$ cat src/rtl/sipo_deserializer.sv
// Serial-in, parallel-out receiver: frames sof-delimited bit streams into WIDTH-bit
// words and hands them off through a valid/ready holding register with sticky overrun.
module sipo_deserializer #(
  parameter int WIDTH     = 4,
  parameter bit MSB_FIRST = 1'b1
) (
  input  logic             clk,
  input  logic             reset,
  input  logic             sdi,
  input  logic             sdi_en,
  input  logic             sof,
  output logic [WIDTH-1:0] q,
  output logic             q_valid,
  input  logic             q_ready,
  output logic             overrun,
  input  logic             clr_ovr,
  output logic             busy
);

  localparam int CW = (WIDTH > 2) ? $clog2(WIDTH) : 1;
  localparam logic [CW-1:0] LAST_BIT = CW'(WIDTH - 1);

  typedef enum logic {IDLE = 1'b0, SHIFT = 1'b1} state_t;

  state_t            state_r;
  logic [WIDTH-1:0]  shift_r;
  logic [WIDTH-1:0]  q_r;
  logic [CW-1:0]     cnt_r;
  logic              q_valid_r;
  logic              overrun_r;

  logic [WIDTH-1:0]  first_s;
  logic [WIDTH-1:0]  next_s;
  logic              done_s;
  logic              drop_s;

  function automatic logic [WIDTH-1:0] shift_in(input logic [WIDTH-1:0] cur, input logic b);
    if (MSB_FIRST) begin
      return {cur[WIDTH-2:0], b};
    end else begin
      return {b, cur[WIDTH-1:1]};
    end
  endfunction

  // Next shift contents, word-completion and drop detection
  always_comb begin
    first_s = shift_in({WIDTH{1'b0}}, sdi);
    next_s  = shift_in(shift_r, sdi);
    done_s  = 1'b0;
    drop_s  = 1'b0;
    if ((state_r == SHIFT) && sdi_en && !sof && (cnt_r == LAST_BIT)) begin
      done_s = 1'b1;
    end else begin
      done_s = 1'b0;
    end
    if (done_s && q_valid_r && !q_ready) begin
      drop_s = 1'b1;
    end else begin
      drop_s = 1'b0;
    end
  end

  // Framing FSM, holding register and sticky overrun flag
  always_ff @(posedge clk or posedge reset) begin
    if (reset) begin
      state_r   <= IDLE;
      shift_r   <= {WIDTH{1'b0}};
      cnt_r     <= {CW{1'b0}};
      q_r       <= {WIDTH{1'b0}};
      q_valid_r <= 1'b0;
      overrun_r <= 1'b0;
    end else begin
      case (state_r)
        IDLE: begin
          if (sdi_en && sof) begin
            shift_r <= first_s;
            cnt_r   <= CW'(1);
            state_r <= SHIFT;
          end
        end
        SHIFT: begin
          if (sdi_en) begin
            // An early sof restarts the word without touching the flags
            if (sof) begin
              shift_r <= first_s;
              cnt_r   <= CW'(1);
            end else if (cnt_r == LAST_BIT) begin
              shift_r <= next_s;
              cnt_r   <= {CW{1'b0}};
              state_r <= IDLE;
            end else begin
              shift_r <= next_s;
              cnt_r   <= cnt_r + CW'(1);
            end
          end
        end
        default: begin
          state_r <= IDLE;
          cnt_r   <= {CW{1'b0}};
        end
      endcase

      if (done_s && (!q_valid_r || q_ready)) begin
        q_r       <= next_s;
        q_valid_r <= 1'b1;
      end else if (q_valid_r && q_ready) begin
        q_valid_r <= 1'b0;
      end

      if (drop_s) begin
        overrun_r <= 1'b1;
      end else if (clr_ovr) begin
        overrun_r <= 1'b0;
      end
    end
  end

  assign q       = q_r;
  assign q_valid = q_valid_r;
  assign overrun = overrun_r;
  assign busy    = (state_r == SHIFT);

endmodule
$ cat config.mk
export PLATFORM = sky130hd
export DESIGN_NAME = sipo_deserializer
export DESIGN_NICKNAME = d
export VERILOG_FILES = /design/src/rtl/sipo_deserializer.sv
export SDC_FILE = /design/constraint.sdc
export NUM_CORES = 1
export LEC_CHECK = 0
export BUFFER_PORTS_ARGS = -buffer_cell sky130_fd_sc_hd__clkbuf_2
export CAP_MARGIN = 40
export CORE_AREA = 2 2 39 41
export CTS_CLUSTER_SIZE = 25
export DETAILED_ROUTE_END_ITERATION = 8
export DIE_AREA = 0 0 41 43
export GPL_ROUTABILITY_DRIVEN = 0
export HOLD_SLACK_MARGIN = 0.15
export SKIP_LAST_GASP = 1
export SYNTH_ARGS = -nofsm -noshare
export SYNTH_HDL_FRONTEND = slang
export SYNTH_SLANG_ARGS = --single-unit
$ cat constraint.sdc
create_clock -name clk -period 1.45 [get_ports clk]
set_input_delay 0.29 -clock clk [delete_from_list [all_inputs] [get_ports clk]]
set_output_delay 0.29 -clock clk [all_outputs]
set_load 0.02 [all_outputs]
==> results.yml <==
outcome:
  outcome: "finished, final reports clean"
floorplanning:
  die_w_um: 41
  initial_utilization_pct: 35.8
  rows: 14
  die_y_um: 43
  ios: 14
  die_area_um2: 1760
  coreArea_um2: 1380
min_path:
  hold_path_startpoint: "clr_ovr"
  min_delay_path_depth: 2
  hp-class: "primary input to flip-flop"
  hold_end: "overrun"
worst_setup_path:
  critPathArrivalTime_ns: 1.53
  cp_max_fo: 4
  crit_path_end_kind: "flip-flop"
  reg2reg_depth: 4
  cp_data_required_time_ns: 1.61
  r2r-start: "cnt_r[0]"
  ff2ff_setup_slack_ns: 0.08
  reg2reg_to: "q[3]"
  cp-start-kind: "flip-flop"
  critPathKind: "flip-flop to flip-flop"
clock_network:
  tritoncts: "done"
  root_buffer: "clkbuf_4"
  cts_setup_buffers: 0
  insertion_delay_ns: 0.28
  h-tree-depth: 1
  clock_sinks: 12
  cts.clk_slew.worst_paths_ns: 0.08
  clockBufferDepth: 2
  cts_buffers: 3
power_and_ir_drop:
  clock_power_share_pct: 22.2
  leakagePower_nw: 0.340
  comb_power_share_pct: 35.1
  power_frac_seq_pct: 42.7
  p_per_area_nw_per_um2: 1860
  internal-power_mw: 0.811
  peakVddDrop_mv: 0.641
  p_total_mw: 1.23
  switching_share_pct: 34.1
  switchingPower_mw: 0.419
logic_synthesis:
  synth_simple_gate_area_share_pct: 11.4
  syn-cell-area_um2: 495
  synthAdderAreaFrac_pct: 2.53
  synth_compound_area_share_pct: 12.6
  syn_area_per_cell_um2: 14.2
  syn-instance-count: 35
  synth.distinct_cells: 15
  synth-seq-cells: 12
  synth.area.mux_share_pct: 11.4
  ys_seq_area_share_pct: 60.6
  synth_top_family_by_area: "compound AO/OA/AOI/OAI gates"
  synthXorXnorAreaFrac_pct: 0
  syn_nets: 43
  yosys_warnings: 0
timing:
  fmax_mhz: 730
  fin_crit_ns: 1.37
  tightest_slew_ns: 0.460
  hold_viol_final: 0
  setup_viol: 0
  finClkSkew_ns: 0.00490
  rsz0062_at_grt: "no"
  setup_ws_ns: 0.0800
  final_max_slew_viol_count: 0
  period_share_pct: 94.5
  fin_tns_setup_ns: 0
  slew_headroom_pct: 69.3
  holdWs_ns: 0.201
placed_design:
  dpl_cell_area_um2: 603
  place_inst: 67
  place.port_buffers: 13
  pre_cts_ws_ns: 0.0732
routing:
  viasPerCell: 4.74
  totalWireLength_um: 904
  wl_per_cell_um: 12.6
  dr.pass1.iters: 2
  drt_iter0_drc: 2
  vias: 341
  drc_errors: 0
  postRouteAntennaNets: 0
job:
  drv_cap: 0
layout:
  area_delta_synth_final_pct: 33.3
  fin_area_um2: 661
  final_cells: 72
  final_nets: 65
  n_antenna_cell: 0
  final_util_pct: 47.7
  final_layout_size_suffix_gt1_share_pct: 50.0
grt:
  gr-total-overflow: 0
  antenna_found_initial: 0
  track_usage_pct: 12.6
  grt_pass1_vias: 355
  grt_max_degree: 13
  grt_pass1_wl_mm: 1.42
[power by group through the flow]
stage               combinational [mW]  sequential (mW)  clock [mW]
floorplan                        0.178            0.615           0
global placement                 0.416            0.525           0
detailed placement               0.419            0.527           0
CTS                              0.424            0.522       0.283
global route                     0.471            0.546       0.295
finish                           0.432            0.525       0.273
[registers in the layout (all words and copies together), names as in the netlist]
register / flops
q_valid: 1
overrun: 1
busy: 1
shift_r: 3
q: 4
cnt_r: 2
[repair_timing]
action	in CTS	in global routing
hold buffers	1	0
hold endpoints to repair	12	0
gates resized for setup	0	2
setup endpoints to repair	0	4
[how the worst max path moves through the flow]
stage / from / to / slack (ns) / cells past startpoint
floorplan: busy / q[0] / 0.12 / 3
global placement: cnt_r[0] / q[2] / 0.09 / 4
detailed placement: cnt_r[0] / q[1] / 0.07 / 4
CTS: cnt_r[0] / q[1] / 0.05 / 4
global route: cnt_r[0] / q[1] / 0.0003 / 4
finish: cnt_r[0] / q[3] / 0.08 / 4
[worst max-delay path, cell delays in order, from the launching register on]
cell and delay (ns):
dfrtp_1 0.40, ha_2 0.22, nand4b_4 0.12, nor2b_4 0.18, mux2_2 0.35
[cell usage after synthesis, drive strengths merged]
| master | number | area [um2] |
|---|---|---|
| o22a | 1 | 8.76 |
| nor2b | 1 | 13.8 |
| o21a | 1 | 7.51 |
| dfrtp | 12 | 300 |
| nand2b | 1 | 6.26 |
| nand4b | 1 | 15.0 |
| mux2 | 5 | 56.3 |
| inv | 2 | 7.51 |
| nand2 | 2 | 7.51 |
| a22o | 4 | 35.0 |
| ha | 1 | 12.5 |
| nand3 | 1 | 5.00 |
| and3b | 1 | 8.76 |
| o21ai | 1 | 5.00 |
| o22ai | 1 | 6.26 |
[final cells by class]
class,instances,area [um2]
Clock buffer,4,36.3
Fill cell,137,723
Inverter,2,7.51
Multi-Input combinational cell,21,199
Sequential cell,12,300
Tap cell,16,20.0
Timing Repair Buffer,17,97.6
[layer usage]
metal / GRT usage, % / wire length [um]
met1: 14.7 / 437
met2: 17.5 / 422
met3: 4.71 / 44
met4: 10.0 / 0
met5: 0 / 0
[layout by cell type, fill, tap and decap left out, types with 2 or more instances in the layout]
cell / count
nand2_1: 2
dfrtp_1: 12
buf_4: 3
inv_1: 2
a22o_1: 4
clkbuf_4: 3
mux2_2: 5
clkbuf_2: 13
[kinds of logic (layout without fill, tap and decap cells)]
family	Yosys count	in the layout
buffers and inverters	2	23
AOI/OAI and AO/OA	8	8
muxes	5	5
adders and majority gates	1	1
DFF	12	12
and+or+nand+nor	7	7
(Power assumes the default switching activity.)
